<file path="src/rtl/stamp_sequencer_pkg.sv">
// Shared types, constants and BCD/calendar helpers for the epoch-timestamp sequencer.
package stamp_pkg;

    typedef enum logic [2:0] {
        IDLE,
        CONV,
        YEARS,
        MONTHS,
        TOD,
        DONE
    } state_e;

    localparam int unsigned EPOCH_YEAR        = 1970;
    localparam int unsigned SEC_PER_DAY       = 86400;
    localparam int unsigned SEC_PER_YEAR      = 31536000;
    localparam int unsigned SEC_PER_LEAP_YEAR = 31622400;

    function automatic logic [4:0] days_in_month(input logic [3:0] m, input logic leap);
        case (m)
            4'd2:                      return leap ? 5'd29 : 5'd28;
            4'd4, 4'd6, 4'd9, 4'd11:   return 5'd30;
            default:                   return 5'd31;
        endcase
    endfunction

    function automatic logic [13:0] bcd2bin16(input logic [15:0] b);
        return 14'(b[15:12]) * 14'd1000 + 14'(b[11:8]) * 14'd100
             + 14'(b[7:4]) * 14'd10 + 14'(b[3:0]);
    endfunction

    function automatic logic [6:0] bcd2bin8(input logic [7:0] b);
        return 7'(b[7:4]) * 7'd10 + 7'(b[3:0]);
    endfunction

    function automatic logic bcd_digits_ok(input logic [15:0] b);
        return (b[15:12] <= 4'd9) && (b[11:8] <= 4'd9) && (b[7:4] <= 4'd9) && (b[3:0] <= 4'd9);
    endfunction

endpackage

</file>
<file path="src/rtl/stamp_sequencer_if.sv">
// Request/response bundle between the calendar source, the sequencer and the epoch consumer.
interface stamp_sequencer_if;

    logic        in_valid;
    logic        in_ready;
    logic [15:0] year_bcd;
    logic [7:0]  month_bcd;
    logic [7:0]  day_bcd;
    logic [7:0]  hour_bcd;
    logic [7:0]  minute_bcd;
    logic [7:0]  second_bcd;
    logic        out_valid;
    logic        out_ready;
    logic [63:0] time_stamp;
    logic        err;

    modport master (
        output in_valid, year_bcd, month_bcd, day_bcd, hour_bcd, minute_bcd, second_bcd, out_ready,
        input  in_ready, out_valid, time_stamp, err
    );

    modport slave (
        input  in_valid, year_bcd, month_bcd, day_bcd, hour_bcd, minute_bcd, second_bcd, out_ready,
        output in_ready, out_valid, time_stamp, err
    );

endinterface

</file>
<file path="src/rtl/stamp_sequencer_leap_tracker.sv">
// Divider-free leap-year detector: year mod 4/100/400 counters stepped alongside the year walk.
module leap_tracker (
    input  logic clk,
    input  logic rst_n,
    input  logic load_i,
    input  logic step_i,
    output logic leap_o
);

    logic [1:0] mod4_q;
    logic [6:0] mod100_q;
    logic [8:0] mod400_q;

    always_ff @(posedge clk) begin
        if (!rst_n || load_i) begin
            mod4_q   <= 2'd2;
            mod100_q <= 7'd70;
            mod400_q <= 9'd370;
        end else if (step_i) begin
            mod4_q   <= mod4_q + 2'd1;
            mod100_q <= (mod100_q == 7'd99)  ? '0 : mod100_q + 7'd1;
            mod400_q <= (mod400_q == 9'd399) ? '0 : mod400_q + 9'd1;
        end
    end

    always_comb leap_o = ((mod4_q == 2'd0) && (mod100_q != 7'd0)) || (mod400_q == 9'd0);

endmodule

</file>
<file path="src/rtl/stamp_sequencer.sv">
// BCD calendar time to Unix epoch seconds, walking years then months then time of day.
// Optional range checking is enabled by defining STAMP_RANGE_CHECK_EN.
module stamp_sequencer
    import stamp_pkg::*;
(
    input logic               clk,
    input logic               rst_n,
    stamp_sequencer_if.slave  bus
);

    state_e      state_q;
    logic        in_ready_q, out_valid_q, err_q;
    logic [63:0] stamp_q, acc_q;
    logic [15:0] ybcd_q;
    logic [7:0]  mbcd_q, dbcd_q, hbcd_q, nbcd_q, sbcd_q;
    logic [13:0] year_q, y_q;
    logic [3:0]  month_q, m_q;
    logic [4:0]  day_q, hour_q;
    logic [5:0]  min_q, sec_q;

    logic        leap, load_d, step_d, range_err;
    logic [63:0] tod_secs;

    always_comb begin
        load_d = (state_q == CONV);
        step_d = (state_q == YEARS) && !err_q && (y_q != year_q);
    end

    leap_tracker u_leap (
        .clk    (clk),
        .rst_n  (rst_n),
        .load_i (load_d),
        .step_i (step_d),
        .leap_o (leap)
    );

`ifdef STAMP_RANGE_CHECK_EN
    always_comb begin
        range_err = !bcd_digits_ok(ybcd_q)
                 || !bcd_digits_ok({mbcd_q, dbcd_q}) || !bcd_digits_ok({hbcd_q, nbcd_q})
                 || !bcd_digits_ok({sbcd_q, 8'h00})
                 || (bcd2bin16(ybcd_q) < 14'(EPOCH_YEAR))
                 || (bcd2bin8(mbcd_q) == 7'd0) || (bcd2bin8(mbcd_q) > 7'd12)
                 || (bcd2bin8(dbcd_q) == 7'd0) || (bcd2bin8(dbcd_q) > 7'd31)
                 || (bcd2bin8(hbcd_q) > 7'd23) || (bcd2bin8(nbcd_q) > 7'd59)
                 || (bcd2bin8(sbcd_q) > 7'd59);
    end
`else
    always_comb range_err = 1'b0;
`endif

    always_comb begin
        tod_secs = (64'(day_q) - 64'd1) * 64'(SEC_PER_DAY) + 64'(hour_q) * 64'd3600
                 + 64'(min_q) * 64'd60 + 64'(sec_q);
    end

    always_ff @(posedge clk) begin
        if (!rst_n) begin
            state_q     <= IDLE;
            in_ready_q  <= 1'b0;
            out_valid_q <= 1'b0;
            err_q       <= 1'b0;
            stamp_q     <= '0;
            acc_q       <= '0;
            ybcd_q      <= '0;
            {mbcd_q, dbcd_q, hbcd_q, nbcd_q, sbcd_q} <= '0;
            year_q      <= '0;
            y_q         <= '0;
            month_q     <= '0;
            m_q         <= '0;
            {day_q, hour_q, min_q, sec_q} <= '0;
        end else begin
            case (state_q)
                IDLE: begin
                    if (bus.in_valid && in_ready_q) begin
                        ybcd_q     <= bus.year_bcd;
                        mbcd_q     <= bus.month_bcd;
                        dbcd_q     <= bus.day_bcd;
                        hbcd_q     <= bus.hour_bcd;
                        nbcd_q     <= bus.minute_bcd;
                        sbcd_q     <= bus.second_bcd;
                        in_ready_q <= 1'b0;
                        state_q    <= CONV;
                    end else begin
                        in_ready_q <= 1'b1;
                    end
                end
                CONV: begin
                    year_q  <= bcd2bin16(ybcd_q);
                    month_q <= 4'(bcd2bin8(mbcd_q));
                    day_q   <= 5'(bcd2bin8(dbcd_q));
                    hour_q  <= 5'(bcd2bin8(hbcd_q));
                    min_q   <= 6'(bcd2bin8(nbcd_q));
                    sec_q   <= 6'(bcd2bin8(sbcd_q));
                    err_q   <= range_err;
                    acc_q   <= '0;
                    y_q     <= 14'(EPOCH_YEAR);
                    m_q     <= 4'd1;
                    state_q <= YEARS;
                end
                YEARS: begin
                    // A range error latched in CONV exits here so the error reply lands two cycles after accept.
                    if (err_q) begin
                        stamp_q     <= '0;
                        out_valid_q <= 1'b1;
                        state_q     <= DONE;
                    end else if (y_q == year_q) begin
                        state_q <= MONTHS;
                    end else begin
                        acc_q <= acc_q + (leap ? 64'(SEC_PER_LEAP_YEAR) : 64'(SEC_PER_YEAR));
                        y_q   <= y_q + 14'd1;
                    end
                end
                MONTHS: begin
                    if (m_q == month_q) begin
                        state_q <= TOD;
                    end else begin
                        acc_q <= acc_q + 64'(days_in_month(m_q, leap)) * 64'(SEC_PER_DAY);
                        m_q   <= m_q + 4'd1;
                    end
                end
                TOD: begin
                    stamp_q     <= acc_q + tod_secs;
                    out_valid_q <= 1'b1;
                    state_q     <= DONE;
                end
                DONE: begin
                    if (bus.out_ready) begin
                        out_valid_q <= 1'b0;
                        in_ready_q  <= 1'b1;
                        state_q     <= IDLE;
                    end
                end
                default: state_q <= IDLE;
            endcase
        end
    end

    assign bus.in_ready   = in_ready_q;
    assign bus.out_valid  = out_valid_q;
    assign bus.time_stamp = stamp_q;
    assign bus.err        = err_q;

endmodule

</file>
<file path="src/flat_wrapper.sv">
// flat-port wrapper written by rule: the top's interface ports become plain ports
module stamp_sequencer_flat import stamp_pkg::*;
  (clk, rst_n, bus_in_valid, bus_year_bcd, bus_month_bcd, bus_day_bcd, bus_hour_bcd, bus_minute_bcd, bus_second_bcd, bus_out_ready, bus_in_ready, bus_out_valid, bus_time_stamp, bus_err);
  stamp_sequencer_if bus_i ();
  input logic clk;
  input logic rst_n;
  input wire logic [$bits(bus_i.in_valid)-1:0] bus_in_valid;
  input wire logic [$bits(bus_i.year_bcd)-1:0] bus_year_bcd;
  input wire logic [$bits(bus_i.month_bcd)-1:0] bus_month_bcd;
  input wire logic [$bits(bus_i.day_bcd)-1:0] bus_day_bcd;
  input wire logic [$bits(bus_i.hour_bcd)-1:0] bus_hour_bcd;
  input wire logic [$bits(bus_i.minute_bcd)-1:0] bus_minute_bcd;
  input wire logic [$bits(bus_i.second_bcd)-1:0] bus_second_bcd;
  input wire logic [$bits(bus_i.out_ready)-1:0] bus_out_ready;
  output wire logic [$bits(bus_i.in_ready)-1:0] bus_in_ready;
  output wire logic [$bits(bus_i.out_valid)-1:0] bus_out_valid;
  output wire logic [$bits(bus_i.time_stamp)-1:0] bus_time_stamp;
  output wire logic [$bits(bus_i.err)-1:0] bus_err;
  assign bus_i.in_valid = bus_in_valid;
  assign bus_i.year_bcd = bus_year_bcd;
  assign bus_i.month_bcd = bus_month_bcd;
  assign bus_i.day_bcd = bus_day_bcd;
  assign bus_i.hour_bcd = bus_hour_bcd;
  assign bus_i.minute_bcd = bus_minute_bcd;
  assign bus_i.second_bcd = bus_second_bcd;
  assign bus_i.out_ready = bus_out_ready;
  assign bus_in_ready = bus_i.in_ready;
  assign bus_out_valid = bus_i.out_valid;
  assign bus_time_stamp = bus_i.time_stamp;
  assign bus_err = bus_i.err;
  stamp_sequencer u_core (.clk(clk), .rst_n(rst_n), .bus(bus_i));
endmodule
</file>
<file path="config.mk">
export PLATFORM = sky130hd
export DESIGN_NAME = stamp_sequencer_flat
export DESIGN_NICKNAME = d
export VERILOG_FILES = /design/src/rtl/stamp_sequencer_pkg.sv /design/src/rtl/stamp_sequencer_if.sv /design/src/rtl/stamp_sequencer_leap_tracker.sv /design/src/rtl/stamp_sequencer.sv /design/src/flat_wrapper.sv
export SDC_FILE = /design/constraint.sdc
export NUM_CORES = 1
export LEC_CHECK = 0
export CELL_PAD_IN_SITES_DETAIL_PLACEMENT = 1
export CELL_PAD_IN_SITES_GLOBAL_PLACEMENT = 1
export CORE_MARGIN = 1
export CORE_UTILIZATION = 40
export CTS_CLUSTER_DIAMETER = 80
export CTS_CLUSTER_SIZE = 28
export DETAILED_ROUTE_END_ITERATION = 7
export GPL_TIMING_DRIVEN = 0
export PLACE_DENSITY_LB_ADDON = 0.15
export SLEW_MARGIN = 10
export SYNTH_ARGS = -nofsm -noshare
export SYNTH_HDL_FRONTEND = slang
export SYNTH_SLANG_ARGS = --single-unit
export TNS_END_PERCENT = 30
</file>
<file path="constraint.sdc">
create_clock -name clk -period 8.68 [get_ports clk]
set_input_delay 1.736 -clock clk [delete_from_list [all_inputs] [get_ports clk]]
set_output_delay 1.736 -clock clk [all_outputs]
set_load 0.01 [all_outputs]
</file>
* Yosys cells after proc, flatten, opt, wreduce, memory -nomap -nowiden
Cells that the tools add are included.
** Operators by class
- $mul :: 12
- Div/mod/pow operators :: 0
- Eq/ne operators :: 21
- Shift-type cells :: 0
- Mux-type cells :: 26
- Reductions and logical operators :: 25
- Bitwise logic cells :: 1
- $lt $le $gt $ge :: 0
- Add/subtract/negate cells :: 20
** Operators by type and width (number)
- $mux W64 :: 3
- $pmux W64 S3 :: 1
- $add A64 B64 Y64 :: 2
- $add A64 B12 Y64 :: 1
- $add A64 B17 Y64 :: 1
- $add A64 B22 Y64 :: 1
- $add A64 B6 Y64 :: 1
- $mul A64 B10 Y57 const B :: 1
- $pmux W14 S2 :: 1
- $mux W18 :: 1
- $pmux W3 S6 :: 1
- $mul A5 B10 Y15 const B :: 1
- $mux W5 :: 3
- $add A14 B1 Y14 const B :: 1
- $add A14 B11 Y14 :: 1
- $add A14 B4 Y14 :: 1
- $add A14 B8 Y14 :: 1
- $eq A14 B14 Y1 :: 1
- $mux W14 :: 1
- $ne A14 B14 Y1 :: 1
- $mul A5 B8 Y13 const B :: 1
- $add A6 B4 Y6 :: 2
- $mux W3 :: 4
- $mul A4 B7 Y11 const B :: 1
- 45 further kinds :: 72
** Storage, ports and cells
- Memory bits (read-only) :: 0
- Bits in latches :: 0
- Register bits after elaboration :: 265
- Memories :: 0
- Logic and storage cells :: 127
- Bits in writable memories :: 0
- Bits of input ports :: 60

* Logic depth before layout (Yosys ltp)
- Depth in word-level cells :: 12
- Mapped depth :: 37
- Gate-level depth less buffers :: 35

* Cells and area by module
A second synthesis with hierarchy kept.
** Unflattened totals
- Cells, all modules :: 2599
- Area, all modules :: 21474.3 µm²
** Modules (own cells, without submodules)
- stamp_sequencer :: times used 1, area an instance 20581.0 µm², sequential area each 4784.6 µm², cells an instance 2490
- leap_tracker :: times used 1, area an instance 893.4 µm², sequential area each 360.3 µm², cells an instance 109

* Least setup slack after synthesis
OpenSTA, ideal clock, no wires.
- Path kind :: reg2reg
- From :: register u_core.day_q[0]
- To :: register u_core.stamp_q[61] (netlist: u_core.bus.time_stamp[61])
- Arrival time :: 7.896 ns
- Path slack :: 0.700 ns
- Stages on the path, launching flop included :: 35
- Buffers on the path :: 1
- Library setup time :: 0.084 ns
- Required time :: 8.596 ns
- Path through :: dfxtp_1 -> inv_1 -> ha_1 -> and2_1 -> xor2_1 -> ha_1 -> xor2_1 -> ha_1 -> xnor2_1 -> xnor2_1 -> ha_1 -> inv_1 -> fa_1 -> inv_1 -> ha_1 -> or2_2 -> a21oi_1 -> a31oi_1 -> a41oi_1 -> clkbuf_1 -> nand2_1 -> ha_1 -> ha_1 -> ha_1 -> ha_1 -> a21oi_1 -> o21ai_0 -> or2_2 -> a21o_1 -> o211a_1 -> or3_4 -> a21o_1 -> a21bo_1 -> and3_1 -> o31ai_2
** On the way
- Cells in the longest elaborated chain, start to end :: 7
** RTL lines
- start: declaration :: line stamp_sequencer.sv:18 : logic [4:0] day_q, hour_q;
- start signal: assignment :: line stamp_sequencer.sv:91 : day_q <= 5'(bcd2bin8(dbcd_q));
- $sub A5 B1 Y6 :: line stamp_sequencer.sv:53 : tod_secs = (64'(day_q) - 64'd1) * 64'(SEC_PER_DAY) + 64'(hour_q) * 64'd3600
- $mul A64 B10 Y57 :: line stamp_sequencer.sv:53
- $add A64 B17 Y64 :: line stamp_sequencer.sv:53
- $add A64 B12 Y64 :: line stamp_sequencer.sv:54 : + 64'(min_q) * 64'd60 + 64'(sec_q);
- $add A64 B6 Y64 :: line stamp_sequencer.sv:54
- $add A64 B64 Y64 :: line stamp_sequencer.sv:123 : stamp_q <= acc_q + tod_secs;
- $mux W64 :: line stamp_sequencer.sv:73 : case (state_q)
- end signal: assignment :: line stamp_sequencer.sv:123
- end: declaration :: line stamp_sequencer.sv:13 : logic [63:0] stamp_q, acc_q;
No other way between the ends. The select of a mux whose other input is x is not followed.
A chain may end at the register's enable or synchronous reset.

* Final worst setup path
Same ends and word-level chain as after synthesis.

==> results.ini <==
[logic_synthesis]
synth.avg_cell_area_sq_um = 8.127
synth_edf_count = 0
yosysMostFrequentCell = nand2_1
synth_area_leaders = dfxtp_1, ha_1, nand2_1
synth_cell_types = 77
yosysTopAreaCell = dfxtp_1
syn_area_sq_um = 21070
yosysWarnings = 0
ys.flop_type = dfxtp_1
synth_top_area_frac = 0.2442
synth-seq-cells = 257
syn_inst = 2592
yosysSeqAreaShare = 0.2442
async_flop_share = 0
synth.cells.most_frequent = nand2_1, ha_1, a21oi_1, dfxtp_1, inv_1

[drt]
wl_um = 61970
drt_iter0_drc = 641
ant_nets = 0
wl_met3_um = 1849
dr.pass1.iters = 5
vias = 18320
post-route-drc-count = 0
top_layer = met5
wl_met2_um = 29040
vias_per_cell = 5.316
drt-wirelength-per-cell_um = 17.98
wl_met1_um = 29080

[clock_tree]
ctsHoldBuffers = 0
clk-insertion-delay-late_ps = 580
cts_buffers = 23
cts-root-buf = clkbuf_16
clk_pin_slew_ps = 80
cts_tree = yes
cts_sinks = 257
h-tree-depth = 1
clk_path_buf_depth = 3

[critical_path]
reg2reg_from = u_core.day_q[0]
arrival_ps = 8840
regToRegSetupSlack_ps = 330
slowest_delay_ps = 490
r2r_cells = 34
crit_family = adder cells
start_kind = flop
timing.critical_path.mode_cell = ha_1
path_max_fanout = 10
rr_endpoint = u_core.bus.time_stamp[61]
required_ps = 9170
cpMaxStageDelayCell = fa_1
crit_type = reg2reg
critPathBufInv = 4
critPathCaptureType = flop

[global_route]
grt_overflow = 0
grt_pass1_vias = 19179
grt_start_max_net_pins = 26
grt_pass1_wl_um = 100000
antenna_found_initial = 1
grtUsageTotal = 0.2313

[placement]
dp_hpwl_um = 50950
place_congestion = 0.9016
placed_cells = 3399
place.port_buffers = 124
place_area_sq_um = 23170

[worst_hold_path]
hold_path.class = reg2reg
whs_endpoint = u_core.bus.time_stamp[38]
holdPathStages = 2
worstHoldStart = u_core.bus.time_stamp[38]

[final_layout]
layout-drive-gt1-share = 0.03362
multi_input_area_sq_um = 14960
finalInstanceArea_sq_um = 24230
diodes = 0
nFillCells = 6259
regArea_sq_um = 5149
final-instance-count-excl-fill = 3446
syn2layout_area_growth_pct = 15.04
fin_nets = 3223

[sta]
slew_headroom = 0.1412
hold_viol = 0
finalSetupViolations = 0
tightest_slew_ps = 1288
finalCriticalPeriod_ps = 8349
fmax_mhz = 119.8
finalCritPeriodShare = 0.9619
drv_slew = 0
skew_ps = 39.04
tns_ps = 0

[die]
die_area_sq_um = 53590
start_util = 0.4073
io_pins = 127
row_count = 83
coreArea_sq_um = 51720
fp.dieW_um = 231.5
die_y_um = 231.5

[job]
cap_violations = 0

[status]
outcome = finished, final reports clean

-- worst min-delay path: stages (launching register included) --
cell     delay, ps
dfxtp_1        310
nand2_1         50
a21oi_1         50
-- flip-flops by register name (all words and copies together), names as in the netlist, 2 cells and up --
| register | flops |
|---|---|
| u_core.nbcd_q | 8 |
| u_core.year_q | 14 |
| u_core.sec_q | 6 |
| u_core.day_q | 5 |
| u_core.m_q | 4 |
| u_core.acc_q | 57 |
| u_core.u_leap.mod400_q | 9 |
| u_core.min_q | 6 |
| u_core.state_q | 3 |
| u_core.sbcd_q | 8 |
| u_core.mbcd_q | 7 |
| u_core.bus.time_stamp | 64 |
| u_core.month_q | 4 |
| u_core.hour_q | 5 |
| u_core.dbcd_q | 8 |
| u_core.u_leap.mod100_q | 7 |
| u_core.ybcd_q | 16 |
| u_core.y_q | 14 |
| u_core.hbcd_q | 8 |
| u_core.u_leap.mod4_q | 2 |
-- routing by layer --
layer	global-route usage	vias to the layer above
li1	-	9220
met2	0.4008	246
met5	0	-
met4	0.07844	2
met1	0.2969	8760
met3	0.02448	92
-- how the worst max path moves through the flow --
stage,from,endpoint,slack (ps),depth (start not counted)
detailed placement,u_core.day_q[0],u_core.bus.time_stamp[52],-1070,35
floorplan,u_core.day_q[0],u_core.bus.time_stamp[61],700,34
CTS,u_core.day_q[0],u_core.bus.time_stamp[52],7,34
global placement,u_core.day_q[0],u_core.bus.time_stamp[52],-920,35
finish,u_core.day_q[0],u_core.bus.time_stamp[61],330,34
global route,u_core.day_q[0],u_core.bus.time_stamp[57],-30,34
-- timing repair --
item / in CTS / in global routing
gates cloned: 0 / 0
gates resized for setup: 12 / 23
setup endpoints to repair: 33 / 23
pin swaps: 2 / 4
setup buffers: 3 / 4
-- cell type report --
class | instances | area share
plain buffers | 106 | 0.01761
inverters | 182 | 0.02819
multi-input cells | 2049 | 0.6174
clock inverters | 15 | 0.01043
repair buffers | 131 | 0.05338
clock buffers | 26 | 0.02545
well taps | 680 | 0.03511
flip-flops and latches | 257 | 0.2125
-- cells in the final DEF (no fill, tap or decap), drive strengths merged, types with 7 or more instances in the layout --
cell type	Yosys	routed
clkdlybuf4s50	0	124
or2	7	7
ha	351	351
or3	17	17
o21bai	25	25
nand3	49	49
nand2b	9	9
inv	181	188
nor4	17	17
nor2b	30	30
nor3	51	51
a31oi	21	21
o21ai	114	114
and3	20	20
clkbuf	97	122
nand2	394	394
a21o	69	69
o211ai	7	7
nand4	31	31
o21a	12	12
a22oi	11	11
buf	10	17
dfxtp	257	257
nor2	165	165
a21oi	260	260
xor2	88	88
xnor2	135	135
a211oi	19	19
and2	8	8
fa	62	62
-- kinds of logic after synthesis --
| logic type | synth area share |
|---|---|
| AO/OA/AOI/OAI | 0.1678 |
| flip-flops | 0.2442 |
| adder cells (fa/ha/maj) | 0.2674 |
| AND/OR/NAND/NOR | 0.1734 |
| multiplexers | 0.001960 |
| other | 0.0001780 |
| XOR/XNOR | 0.09271 |
| buffers and inverters | 0.05232 |
-- per-stage QoR --
| stage | setup WS (ps) | util | hold WS [ps] |
|---|---|---|---|
| floorplan | 699.7 | - | 431.9 |
| global placement | -918.3 | 0.4480 | 436.2 |
| detailed placement | -1071 | 0.4480 | 444.3 |
| CTS | 6.512 | 0.4661 | 455.8 |
| global route | -27.95 | 0.4686 | 476.8 |
| finish | 330.8 | 0.4686 | 453.3 |
Power is left out: the tool's default activity adds up to more than one toggle a clock period on the data nets, which glitch-free logic cannot reach.
